--- src/rtl/imm_gen_pipe.sv ---
// Registered immediate generator for the decode stage.
// Extracts zero/sign-extended immediates from the instruction word. A PREFIX
// select latches upper bits that are merged into the next real immediate.
// One cycle of latency, with stall (hold everything) and flush (drop prefix
// and in-flight result) controls from the hazard logic.
module imm_gen_pipe #(
    parameter int INSTR_W  = 8,
    parameter int DATA_W   = 8,
    parameter int SHAMT_W  = 3,
    parameter int JCONST_W = 6,
    parameter int PREFIX_W = 2
) (
    input  logic               clk,
    input  logic               rst_n,
    input  logic               stall,
    input  logic               flush,
    input  logic               in_valid,
    input  logic [INSTR_W-1:0] instr,
    input  logic [1:0]         imm_sel,
    output logic               out_valid,
    output logic [DATA_W-1:0]  imm,
    output logic               prefix_pending
);

    // Wide enough to hold any field extended to DATA_W, so narrow fields get
    // padded and wide fields are simply cut back to their low DATA_W bits.
    localparam int EXT_W = DATA_W + SHAMT_W + JCONST_W;

    typedef enum logic [1:0] {
        SEL_ZEXT_SHAMT  = 2'b00,
        SEL_ZEXT_JCONST = 2'b01,
        SEL_SEXT_JCONST = 2'b10,
        SEL_PREFIX      = 2'b11
    } imm_sel_e;

    // IDLE: no prefix captured. HELD: a prefix waits to be merged.
    typedef enum logic {
        IDLE = 1'b0,
        HELD = 1'b1
    } state_e;

    state_e              state_q, state_d;
    logic [PREFIX_W-1:0] prefix_q, prefix_d;
    logic [DATA_W-1:0]   imm_q, imm_d;
    logic                out_valid_q, out_valid_d;

    logic [SHAMT_W-1:0]  shamt_field;
    logic [JCONST_W-1:0] jconst_field;
    logic [EXT_W-1:0]    shamt_zext;
    logic [EXT_W-1:0]    jconst_zext;
    logic [EXT_W-1:0]    jconst_sext;
    logic [DATA_W-1:0]   base;
    logic [DATA_W-1:0]   merged;
    imm_sel_e            sel;
    logic                unused_bits;

    assign sel          = imm_sel_e'(imm_sel);
    assign shamt_field  = instr[SHAMT_W-1:0];
    assign jconst_field = instr[JCONST_W-1:0];
    assign shamt_zext   = EXT_W'(shamt_field);
    assign jconst_zext  = EXT_W'(jconst_field);
    assign jconst_sext  = EXT_W'(signed'(jconst_field));

    // Upper instruction bits and the extension headroom are intentionally unused.
    assign unused_bits  = ^{instr, shamt_zext, jconst_zext, jconst_sext};

    // Select the base immediate for the current instruction.
    always_comb begin
        // NOTE: every always_comb output gets a default first so no path can infer a latch.
        base = shamt_zext[DATA_W-1:0];
        unique case (sel)
            SEL_ZEXT_SHAMT:  base = shamt_zext[DATA_W-1:0];
            SEL_ZEXT_JCONST: base = jconst_zext[DATA_W-1:0];
            SEL_SEXT_JCONST: base = jconst_sext[DATA_W-1:0];
            SEL_PREFIX:      base = '0;
        endcase
    end

    // A pending prefix replaces the top PREFIX_W bits of the base value.
    assign merged = (state_q == HELD) ? {prefix_q, base[DATA_W-PREFIX_W-1:0]} : base;

    // Next-state logic: flush beats stall beats normal operation.
    always_comb begin
        state_d     = state_q;
        prefix_d    = prefix_q;
        imm_d       = imm_q;
        out_valid_d = out_valid_q;
        if (flush) begin
            state_d     = IDLE;
            prefix_d    = '0;
            out_valid_d = 1'b0;
        end else if (!stall) begin
            out_valid_d = 1'b0;
            if (in_valid) begin
                if (sel == SEL_PREFIX) begin
                    state_d  = HELD;
                    prefix_d = instr[PREFIX_W-1:0];
                end else begin
                    state_d     = IDLE;
                    imm_d       = merged;
                    out_valid_d = 1'b1;
                end
            end
        end
    end

    // State registers with synchronous active-low reset.
    always_ff @(posedge clk) begin
        // NOTE: sequential state uses non-blocking assignments so every flop samples pre-edge values.
        if (!rst_n) begin
            state_q     <= IDLE;
            prefix_q    <= '0;
            imm_q       <= '0;
            out_valid_q <= 1'b0;
        end else begin
            state_q     <= state_d;
            prefix_q    <= prefix_d;
            imm_q       <= imm_d;
            out_valid_q <= out_valid_d;
        end
    end

    assign out_valid      = out_valid_q;
    assign imm            = imm_q;
    assign prefix_pending = (state_q == HELD);

endmodule
--- config.mk ---
export PLATFORM = sky130hd
export DESIGN_NAME = imm_gen_pipe
export DESIGN_NICKNAME = d
export VERILOG_FILES = /design/src/rtl/imm_gen_pipe.sv
export SDC_FILE = /design/constraint.sdc
export NUM_CORES = 1
export LEC_CHECK = 0
export CORE_MARGIN = 4
export CORE_UTILIZATION = 39
export CTS_BUF_LIST = sky130_fd_sc_hd__clkbuf_16
export DETAILED_ROUTE_END_ITERATION = 8
export HOLD_SLACK_MARGIN = 0.08
export PLACE_DENSITY_LB_ADDON = 0.3
export SETUP_SLACK_MARGIN = 0.2
export SYNTH_ARGS = -nofsm -noshare
export SYNTH_HDL_FRONTEND = slang
export SYNTH_SLANG_ARGS = --single-unit
--- constraint.sdc ---
create_clock -name clk -period 1.55 [get_ports clk]
set_input_delay 0.31 -clock clk [delete_from_list [all_inputs] [get_ports clk]]
set_output_delay 0.31 -clock clk [all_outputs]
set_load 0.02 [all_outputs]
==> results.py <==
metrics = {
    "outcome": {
        "status": "finished, final reports clean",
    },
    "die": {
        "ios": 25,
        "core_area_um2": 1320,
        "die_y_um": 45.4,
        "die_w_um": 45.4,
        "num_rows": 13,
        "dieArea_um2": 2060,
        "start_util": 0.414,
    },
    "place": {
        "dpl-instance-area_um2": 852,
        "pre_cts_slack_ns": -0.461,
        "io_buffer_count": 22,
        "dp_hpwl_um": 955,
        "gp_congestion": 0.725,
    },
    "synth": {
        "synth.area.top_cells": "dfxtp_1, a21boi_0, ha_1",
        "synth_area_um2": 546,
        "synth-simple-area-share": 0.213,
        "syn_nets": 77,
        "yosysTopAreaCellShare": 0.440,
        "synth_top_area_cell": "dfxtp_1",
        "synth_warnings": 0,
        "synth_compound_area_frac": 0.204,
        "netlist_instances": 59,
        "synth_mux_area_frac": 0.0367,
        "syn-mean-instance-area_um2": 9.25,
        "synthAdderAreaFrac": 0.0688,
        "ys_ff_latch": 12,
        "synth.distinct_cells": 20,
        "yosys.area_share.xor_xnor": 0,
        "synth_top_family_by_area": "simple AND/OR/NAND/NOR gates",
        "ys_seq_area_frac": 0.440,
    },
    "clock_network": {
        "cts-root-buf": "clkbuf_16",
        "cts.path.max_buffers": 2,
        "cts_tree": "yes",
        "cts_sinks": 12,
        "cts_buffers": 3,
        "ctsHtreeMaxLevel": 1,
        "clkLatencyLatePin_ns": 0.24,
        "postCtsHoldBufs": 0,
        "clk_pin_slew_worst_paths_ns": 0.04,
    },
    "worst_setup_path": {
        "cp.required_ns": 1.71,
        "endpoint_kind": "flip-flop",
        "crit_path_max_fanout": 3,
        "timing.rr.start": "prefix_pending",
        "cp_top_family": "buffers and inverters",
        "cp_num_buf_inv": 3,
        "crit_path_start": "imm_sel[0]",
        "crit_arrival_ns": 1.45,
        "critPathMaxStageDelay_ns": 0.31,
        "crit_type": "input port to flip-flop",
        "critPathSlowestCell": "nor4b_4",
        "path_cells": "buf_4 -> ha_4 -> buf_6 -> nor4b_4 -> buf_4 -> nand3_1 -> a21boi_1",
        "cp-start-kind": "input port",
        "crit_path_frequent_cell": "buf_4",
    },
    "route": {
        "vias_per_cell": 4.93,
        "drt_iter0_drc": 12,
        "detail-route-antenna-nets": 0,
        "route.detailed.drc": 0,
        "wl_per_cell_um": 13.0,
        "vias": 532,
        "drtPass1Iterations": 4,
        "wl_mm": 1.41,
    },
    "global_route": {
        "antenna_found_initial": 0,
        "grt_first_pass_wirelength_mm": 2.13,
        "track_usage": 0.146,
        "grt-ovfl-total": 0,
        "grt_pass1_vias": 518,
        "grt_max_degree": 10,
        "top_usage_layer": "met2",
        "grtUsageMet2": 0.251,
        "met1_usage": 0.166,
        "grt.met3_usage": 0.0237,
    },
    "power": {
        "powerDensity_nw_per_um2": 972,
        "ir_drop_uv": 514,
        "p_leak_uw": 0.000432,
    },
    "job": {
        "maxCapViolCount": 0,
    },
    "layout": {
        "drive_gt1_frac": 0.215,
        "final_cell_area_um2": 940,
        "nNetsFinal": 112,
        "syn2layout_area_growth_pct": 72.2,
        "layout_common_cells": "dfxtp_1, dlygate4sd2_1, nand2_1",
        "antenna_cells": 0,
    },
    "sta": {
        "min_period_ns": 1.30,
        "rsz0062_at_grt": "false",
        "finalMaxSlewViolations": 0,
        "tightest_slew_ns": 0.305,
        "slew_headroom": 0.794,
        "hold_violations": 0,
        "skew_ns": 0.00254,
        "fmax_mhz": 771,
        "finalSetupViolCount": 0,
        "finalWorstSetupSlack_ns": 0.253,
        "finalCritPeriodShare": 0.836,
    },
    "hold_path": {
        "worstHoldStart": "imm[5]",
        "hold_class": "flip-flop to flip-flop",
    },
}
state kept, by name, indices dropped and copies added (netlist names):
signal and flops:
imm 8, out_valid 1, prefix_pending 1, prefix_q 2
logic make-up after synthesis:
| group | count (synthesis) |
|---|---|
| AND/OR/NAND/NOR | 20 |
| adder cells (fa/ha/maj) | 3 |
| AO/OA/AOI/OAI | 17 |
| multiplexers | 2 |
| buffers and inverters | 5 |
| flip-flops | 12 |
final timing paths:
path / cells after the start / to / slack [ns]
setup / recovery: 7 / imm[3] / 0.25
hold / removal: 2 / imm[5] / 0.45
setup reg to reg: 3 / imm[6] / 0.51
hold reg to reg: 2 / imm[5] / 0.45
final cells by class:
cell class | instances | area, µm²
clock buffer | 3 | 75.1
clock inverter | 1 | 3.75
inverter | 4 | 15.0
fill | 112 | 378
multi-input combinational | 42 | 314
sequential | 12 | 240
timing repair buffer | 31 | 273
tap | 15 | 18.8
cells in the mapped netlist:
master,n
nand3_1,2
buf_2,1
nor2_1,4
dfxtp_1,12
a22oi_1,1
nor4b_4,1
a21boi_0,5
inv_1,4
o21ba_2,1
o2111ai_1,1
ha_1,3
o21ai_0,3
nor4bb_1,1
or4b_1,1
nand2_1,9
mux2i_1,2
a21boi_1,1
nand3b_1,1
nand2b_1,1
a21oi_1,5
power breakdown:
group	internal [µW]	switching [µW]	total, µW	leakage (µW)
Combinational	67.1	52.6	120	0.000296
Clock	340	134	474	0.0000385
Sequential	317	3.56	320	0.0000971
metrics by stage:
step	TNS, ns	total power, µW	std cells	utilization	hold slack, ns
final	0	913	108	0.713	0.448
after global placement	-3.31	442	103	0.647	0.442
after floorplan	0	370	59	-	0.448
after global routing	0	944	108	0.713	0.486
after detailed placement	-3.49	444	103	0.647	0.444
after CTS	0	915	108	0.703	0.448
routing by layer:
metal | vias up | wire, µm
met5 | - | 0
met4 | 0 | 14
met3 | 2 | 76
met2 | 17 | 717
met1 | 237 | 599
li1 | 276 | -
repair_timing:
item	in CTS	in global routing
pin swaps	1	2
endpoints found under the setup margin	20	6
gates cloned	0	0
gates resized for setup	24	7
hold endpoints to repair	0	0
setup buffers	1	0
tightest hold or removal path: stages (launching register included):
cell      delay [ns]
dfxtp_1         0.30
nand2_1         0.05
a21boi_1        0.05
Power figures use the tool's default switching activity.
